==> src/rtl/elevador.sv <==
// rtl/elevador.sv - four-floor elevator controller, Moore FSM with registered floor code and door flag
module elevador (
  input  logic clk,
  input  logic reset,
  input  logic A,
  input  logic B,
  output logic Y1,
  output logic Y2,
  output logic C
);

  localparam logic [1:0] FLOOR_PB  = 2'b00;
  localparam logic [1:0] FLOOR_TOP = 2'b11;

  logic [1:0] floor_q, floor_d;
  logic       door_q, door_d;

  // State register; reset wins over any pending request.
  always_ff @(posedge clk) begin
    if (!reset) begin
      floor_q <= FLOOR_PB;
      door_q  <= 1'b1;
    end else begin
      floor_q <= floor_d;
      door_q  <= door_d;
    end
  end

  // Conflicting requests or a request against a limit leave the car parked with the door open.
  always_comb begin
    floor_d = floor_q;
    door_d  = 1'b1;
    if (A && !B && floor_q != FLOOR_TOP) begin
      floor_d = floor_q + 2'd1;
      door_d  = 1'b0;
    end else if (!A && B && floor_q != FLOOR_PB) begin
      floor_d = floor_q - 2'd1;
      door_d  = 1'b0;
    end
  end

  always_comb begin
    Y1 = floor_q[1];
    Y2 = floor_q[0];
    C  = door_q;
  end

endmodule

==> config.mk <==
export PLATFORM = sky130hd
export DESIGN_NAME = elevador
export DESIGN_NICKNAME = d
export VERILOG_FILES = /design/src/rtl/elevador.sv
export SDC_FILE = /design/constraint.sdc
export NUM_CORES = 1
export LEC_CHECK = 0
export BUFFER_PORTS_ARGS = -buffer_cell sky130_fd_sc_hd__buf_4
export CORE_AREA = 2 2 39 41
export DETAILED_ROUTE_END_ITERATION = 12
export DIE_AREA = 0 0 41 43
export HOLD_SLACK_MARGIN = 0.15
export SYNTH_ARGS = -nofsm -noshare
export SYNTH_HDL_FRONTEND = slang
export SYNTH_SLANG_ARGS = --single-unit
==> constraint.sdc <==
create_clock -name clk -period 1.04 [get_ports clk]
set_input_delay 0.104 -clock clk [delete_from_list [all_inputs] [get_ports clk]]
set_output_delay 0.104 -clock clk [all_outputs]
set_load 0.1 [all_outputs]
Word level (Yosys, flattened, before mapping)
Index checks and enable logic that the tools add are counted.
{"block": "totals", "register_bits": 3, "elab_cells": 17}
{"block": "classes", "add_sub_neg": 2, "muxes": 4, "eq_ne": 1, "n_reduce_logical": 8}
{"operator": "$logic_and 1x1->1", "n": 4}
{"operator": "$mux 2", "n": 2}
{"operator": "$reduce_bool 2->1", "n": 2}
{"operator": "$add 2x1->2 const B", "n": 1}
{"operator": "$logic_not 1->1", "n": 2}
{"operator": "$mux 1", "n": 2}
{"operator": "$ne 2x2->1 const B", "n": 1}
{"operator": "$sub 2x1->2 const B", "n": 1}

Logic depth before layout (Yosys ltp)
Gate-level depths: netlist (run 1).
{"block": "logic_depth", "depth_word": 5, "depth_mapped": 3, "depth_no_buf": 3}

Least setup slack after synthesis (run 1)
OpenSTA, ideal clock, no wires.
{"block": "synth_path", "path_kind": "reg-to-reg", "from": "reg floor_q[0]", "to": "reg floor_q[0]", "setup_time_ns": 0.122, "required_ns": 0.918, "t_arrival_ns": 1.542, "stages_incl_launch_ff": 3, "path_buffers": 0, "path_slack_ns": -0.624, "cell_sequence": "dfxtp_1 mux2i_1 a311o_1"}
{"block": "synth_between", "elab_chain_cells": 3, "elab_cells_between_ends": 9}
{"element": "start, declared", "line": "15", "rtl": "logic [1:0] floor_q, floor_d;"}
{"element": "start signal, assigned", "line": "24", "rtl": "floor_q <= floor_d;"}
{"element": "$sub 2x1->2 (tied with other cells)", "line": "37", "rtl": "floor_d = floor_q - 2'd1;"}
{"element": "$mux 2 (tied with other cells)", "line": "36", "rtl": "end else if (!A && B && floor_q != FLOOR_PB) begin"}
{"element": "$mux 2 / $reduce_bool 2->1 (equally long branches)"}
Parallel ways exist; a longest one is shown, timed or not. The select of a mux whose other input is x is not followed.
A chain may end at the register's enable or synchronous reset.

Worst setup path in the final report (run 1)
{"block": "layout_path", "from": "reg floor_q[0]", "to": "out Y2"}
{"element": "end, declared", "line": "8", "rtl": "output logic Y2,"}
No word-level cell between the ends.

==> impl_metrics.py, run 1 <==
metrics = {
    "status": {
        "status": "finished clean",
    },
    "drt": {
        "drtPass1Iterations": 2,
        "initialDrtViolationCount": 6,
        "drtAntennaViolNets": 0,
        "routed_wl_um": 360,
        "routed_via_density": 3.689,
        "vias": 166,
        "wl_per_cell_um": 8.000,
        "remaining_drc_errors": 0,
    },
    "sta": {
        "setup_viol": 0,
        "rsz0062_at_grt": "false",
        "finalHoldViolCount": 0,
        "tightest_slew_ns": 0.2788,
        "period_minus_slack_ns": 1.003,
        "whs_ns": 0.1643,
        "setup_slack_ns": 0.03733,
        "slew_headroom_pct": 81.56,
        "setup_tns_ns": 0,
        "fmax_mhz": 997.3,
        "report.final.slew_viol_count": 0,
        "fin_crit_sh_pct": 96.41,
        "fin_skew_ns": 0.005599,
    },
    "clock_network": {
        "numCtsBuffers": 3,
        "clk_pin_slew_ns": 0.03,
        "clk_path_buf_depth": 2,
        "htreeDepth": 1,
        "clk_latency_ns": 0.23,
        "root_buffer": "clkbuf_4",
        "cts.repair.resized": 0,
        "clock_sinks": 3,
        "cts_tree": "yes",
    },
    "global_route": {
        "gr-total-overflow": 0,
        "grt_pass1_wl_um": 614,
        "grt_pass1_vias": 142,
        "grt_max_degree": 8,
        "gr-usage-all-layers_pct": 5.711,
        "antenna_found_initial": 0,
    },
    "synth": {
        "synthTopCellsByArea": "dfxtp_1, nand2b_1, and4_4, a311o_1, mux2i_1",
        "syn_avg_cell_area_um2": 8.906,
        "ys_seq_area_share_pct": 39.67,
        "yosysTopAreaCellShare_pct": 39.67,
        "synth.largest_area_cell": "dfxtp_1",
        "ys_types": 12,
        "synthesis.nets": 21,
        "netlist_instances": 17,
        "yosys_register_bits": 3,
        "yosys_warnings": 0,
        "netlist_area_um2": 151.4,
    },
    "cells_and_area": {
        "diodes": 0,
        "layout_commonest_cell": "buf_4",
        "drive_gt1_share_pct": 44.83,
        "fillers": 159,
        "syn2layout_area_growth_pct": 76.86,
        "fin_nets": 34,
        "layout_common_cells": "buf_4, clkbuf_4",
        "fin_util_pct": 19.35,
    },
    "floorplan": {
        "die_x_um": 41,
        "rows": 14,
        "core_area_um2": 1384,
        "pin_count": 7,
        "die_area_um2": 1763,
        "start_util_pct": 10.94,
        "fp.dieH_um": 43,
    },
    "setup_path": {
        "cp_top_family": "flip-flops",
        "endpoint_kind": "primary output",
        "crit_slowest_cell": "dfxtp_4",
        "crit_fanout": 7,
        "critPathRequiredTime_ns": 0.94,
        "path_cells": "buf_4",
        "r2r_start": "floor_q[0]",
        "path_class": "reg2out",
        "cpPeakStageDelay_ns": 0.37,
        "crit_buf_inv": 1,
        "critPathLaunch": "floor_q[0]",
        "cp.arrival_ns": 0.90,
        "cp-start-kind": "register",
    },
    "place": {
        "dpl_worst_slack_ns": 0.02383,
        "place.gp.congestion": 0.5944,
        "portBuffers": 6,
    },
    "pwr": {
        "vdd_drop_max_mv": 0.2419,
        "p_total_mw": 0.4238,
        "p_leak_nw": 0.1059,
        "p_per_area_nw_per_um2": 1583,
    },
    "worst_hold_path": {
        "hold_class": "in2reg",
        "min_from": "reset",
    },
    "flow_run": {
        "drv_cap": 0,
    },
}
[repair_timing]
action | in CTS | in global routing
endpoints found under the setup margin | 0 | 0
setup buffers | 0 | 0
hold buffers | 1 | 0
endpoints found under the hold margin | 2 | 0
[area by class of cell]
type                       instances  area (µm²)  area share (%)
timing repair buffer               8       62.56           23.36
clock buffer                       4       26.28           9.813
multi-input combinational         14       91.34           34.11
tap                               16       20.02           7.477
sequential                         3       67.56           25.23
[path summary, 6_finish.rpt]
| check | endpoint | cells after the start | slack, ns |
|---|---|---|---|
| worst min-delay path | floor_q[0] | 2 | 0.16 |
| worst max-delay path | Y2 | 1 | 0.04 |
| worst min register to register | floor_q[1] | 2 | 0.51 |
| worst max register to register | floor_q[0] | 2 | 0.12 |
[power breakdown]
group | internal [mW] | switching, mW | leakage [nW] | total [mW]
clock | 0.144 | 0.0603 | 0.0150 | 0.204
combinational | 0.0320 | 0.0604 | 0.0648 | 0.0924
sequential | 0.120 | 0.00765 | 0.0261 | 0.127
[routing by layer]
metal	track usage [%]	vias up	wire, µm
li1	-	87	-
met1	7.348	72	187
met2	5.000	7	125
met3	4.712	0	46
met4	6.000	0	0
met5	0	-	0
[cells by family (layout without fill, tap and decap cells)]
group | Yosys count | count (layout) | share of synthesized area [%]
and+or+nand+nor | 8 | 8 | 32.23
AOI/OAI and AO/OA | 5 | 5 | 21.49
DFF | 3 | 3 | 39.67
muxes | 1 | 1 | 6.612
buffers and inverters | 0 | 12 | 0
[cell usage after synthesis (all sizes together)]
library cell,instances
nand2b,2
o21ai,2
nor2b,1
a311o,1
dfxtp,3
nand2,1
a21boi,1
and4,1
mux2i,1
nor3b,1
nor2,2
a21oi,1
[state kept, by name (all words and copies together), names as in the netlist]
signal / count
floor_q: 2
C: 1
[through the flow]
step	cell area, µm²	instances
after global placement	231.5	40
final	267.8	45
after global routing	267.8	45
after floorplan	158.9	17
after detailed placement	231.5	40
after CTS	267.8	45
No activity file was read; power rests on OpenSTA's default activity.
==> inputs of run 2 (changes only) <==
--- a/config.mk
+++ b/config.mk
@@ -10,6 +10,7 @@
 export DETAILED_ROUTE_END_ITERATION = 12
 export DIE_AREA = 0 0 41 43
 export HOLD_SLACK_MARGIN = 0.15
+export SETUP_SLACK_MARGIN = 0.15
 export SYNTH_ARGS = -nofsm -noshare
 export SYNTH_HDL_FRONTEND = slang
 export SYNTH_SLANG_ARGS = --single-unit
==> run 2 against run 1 <==
Net effect:
- non-clock buffer count increased by 3
- cell count up 6.7%
- critical path depth unchanged
- clock skew is 0.0047 ns lower
- count of clock-buffer cells in the layout stayed put
- combinational power up 24%
- sequential power about the same
- critical endpoint unchanged
- largest power group unchanged
- highest routed layer unchanged
==> impl_metrics.py, run 2 (synthesis results as in run 1) <==
metrics = {
    "status": {
        "status": "finished clean",
    },
    "global_route": {
        "grt_pass1_vias": 203,
        "gr-total-overflow": 0,
        "antenna_found_initial": 0,
        "gr-usage-all-layers_pct": 7.107,
        "grt_pass1_wl_um": 793,
        "grt_max_degree": 8,
    },
    "flow_run": {
        "drv_cap": 0,
    },
    "setup_path": {
        "cp.arrival_ns": 0.80,
        "cp-start-kind": "register",
        "endpoint_kind": "primary output",
        "critPathLaunch": "floor_q[0]",
        "crit_buf_inv": 1,
        "crit-reg2reg-capture": "floor_q[0]",
        "worst-path-stages": 1,
        "path_class": "reg2out",
        "reg2regPathDepth": 2,
        "cpPeakStageDelay_ns": 0.38,
        "critPathRequiredTime_ns": 0.94,
        "crit_fanout": 7,
        "r2r_start": "floor_q[0]",
        "critPathCapture": "Y2",
        "rrSetupSlack_ns": 0.16,
        "crit_slowest_cell": "dfxtp_4",
        "path_cells": "buf_12",
        "cp_top_family": "flip-flops",
    },
    "sta": {
        "setup_slack_ns": 0.1390,
        "setup_viol": 0,
        "finalHoldViolCount": 0,
        "report.final.slew_viol_count": 0,
        "fin_skew_ns": 0.0008686,
        "whs_ns": 0.1686,
        "fmax_mhz": 1110,
        "fin_crit_sh_pct": 86.63,
        "period_minus_slack_ns": 0.9010,
        "rsz0062_at_grt": "true",
        "setup_tns_ns": 0,
        "tightest_slew_ns": 0.1658,
        "slew_headroom_pct": 88.92,
    },
    "cells_and_area": {
        "drive_gt1_share_pct": 50.00,
        "top_register": "floor_q",
        "instances_no_fill": 48,
        "diodes": 0,
        "largest_reg_flops": 2,
        "fin_nets": 37,
        "layout_commonest_cell": "buf_4",
        "syn2layout_area_growth_pct": 118.2,
        "layout_common_cells": "buf_4, clkbuf_4",
    },
    "place": {
        "dp_hpwl_um": 254.7,
        "dpl_worst_slack_ns": 0.06273,
        "post-place-cells": 41,
        "place.gp.congestion": 0.5581,
        "portBuffers": 6,
    },
    "drt": {
        "vias": 182,
        "routed_via_density": 3.792,
        "drtAntennaViolNets": 0,
        "wl_per_cell_um": 8.583,
        "routed_wl_um": 412,
        "drtPass1Iterations": 4,
        "initialDrtViolationCount": 2,
        "remaining_drc_errors": 0,
    },
    "floorplan": {
        "fp.dieH_um": 43,
        "start_util_pct": 10.94,
        "die_x_um": 41,
        "pin_count": 7,
        "core_area_um2": 1384,
        "rows": 14,
        "die_area_um2": 1763,
    },
    "pwr": {
        "switching_power_mw": 0.1321,
        "vdd_drop_max_mv": 0.2997,
        "p_sw_share_pct": 29.51,
        "p_total_mw": 0.4475,
        "seqPwrFrac_pct": 29.0,
        "combPwrFrac_pct": 25.6,
        "p_clk_share_pct": 45.4,
        "internal-power_mw": 0.3155,
        "p_per_area_nw_per_um2": 1355,
        "p_leak_nw": 0.1295,
    },
    "clock_network": {
        "clk_path_buf_depth": 2,
        "clk_pin_slew_ns": 0.03,
        "cts_tree": "yes",
        "numCtsBuffers": 3,
        "htreeDepth": 1,
        "root_buffer": "clkbuf_4",
        "clock_sinks": 3,
        "clk_latency_ns": 0.23,
    },
    "worst_hold_path": {
        "hold_class": "in2reg",
    },
}
[run 2: worst min-delay path by stage]
stage | start | to | slack, ns | cells past startpoint
finish | reset | floor_q[0] | 0.17 | 2
global route | reset | floor_q[0] | 0.17 | 2
CTS | reset | floor_q[0] | 0.15 | 2
detailed placement | reset | C | 0.34 | 2
global placement | reset | C | 0.33 | 2
floorplan | reset | C | 0.18 | 1
[run 2: layout make-up]
cell class,instances,area (µm²)
Timing Repair Buffer,11,123.9
Tap cell,16,20.02
Clock buffer,4,26.28
Sequential cell,3,68.82
Multi-Input combinational cell,14,91.34
Fill cell,153,1054
[run 2: per-layer routing]
layer / track usage, % / part of all wire (%) / vias to the layer above / routed length [µm]
met5: 0 / 0 / - / 0
met4: 6.000 / 0 / 0 / 0
met3: 4.712 / 8.3 / 0 / 34
met2: 9.063 / 46 / 11 / 190
met1: 7.643 / 45 / 79 / 187
li1: - / - / 92 / -
[run 2: metrics by stage]
step           util (%)  area [µm²]
2_1_floorplan         -       160.2
3_3_place_gp      17.36       240.2
3_5_place_dp      17.36       240.2
4_1_cts           23.33       322.8
5_1_grt           23.87       330.3
6_report          23.87       330.3
[run 2: timing repair]
| item | CTS | global route |
|---|---|---|
| pin swaps | 2 | 2 |
| gates resized for setup | 7 | 2 |
| hold buffers | 2 | 0 |
| setup endpoints to repair | 4 | 4 |
| setup buffers | 1 | 0 |
| endpoints found under the hold margin | 1 | 0 |
[run 2: power by group through the flow]
stage	Sequential, mW	Clock (mW)	Combinational [mW]
6_report	0.130	0.203	0.115
5_1_grt	0.131	0.231	0.121
3_3_place_gp	0.129	0	0.0922
2_1_floorplan	0.172	0	0.0190
3_5_place_dp	0.129	0	0.0920
4_1_cts	0.129	0.212	0.112
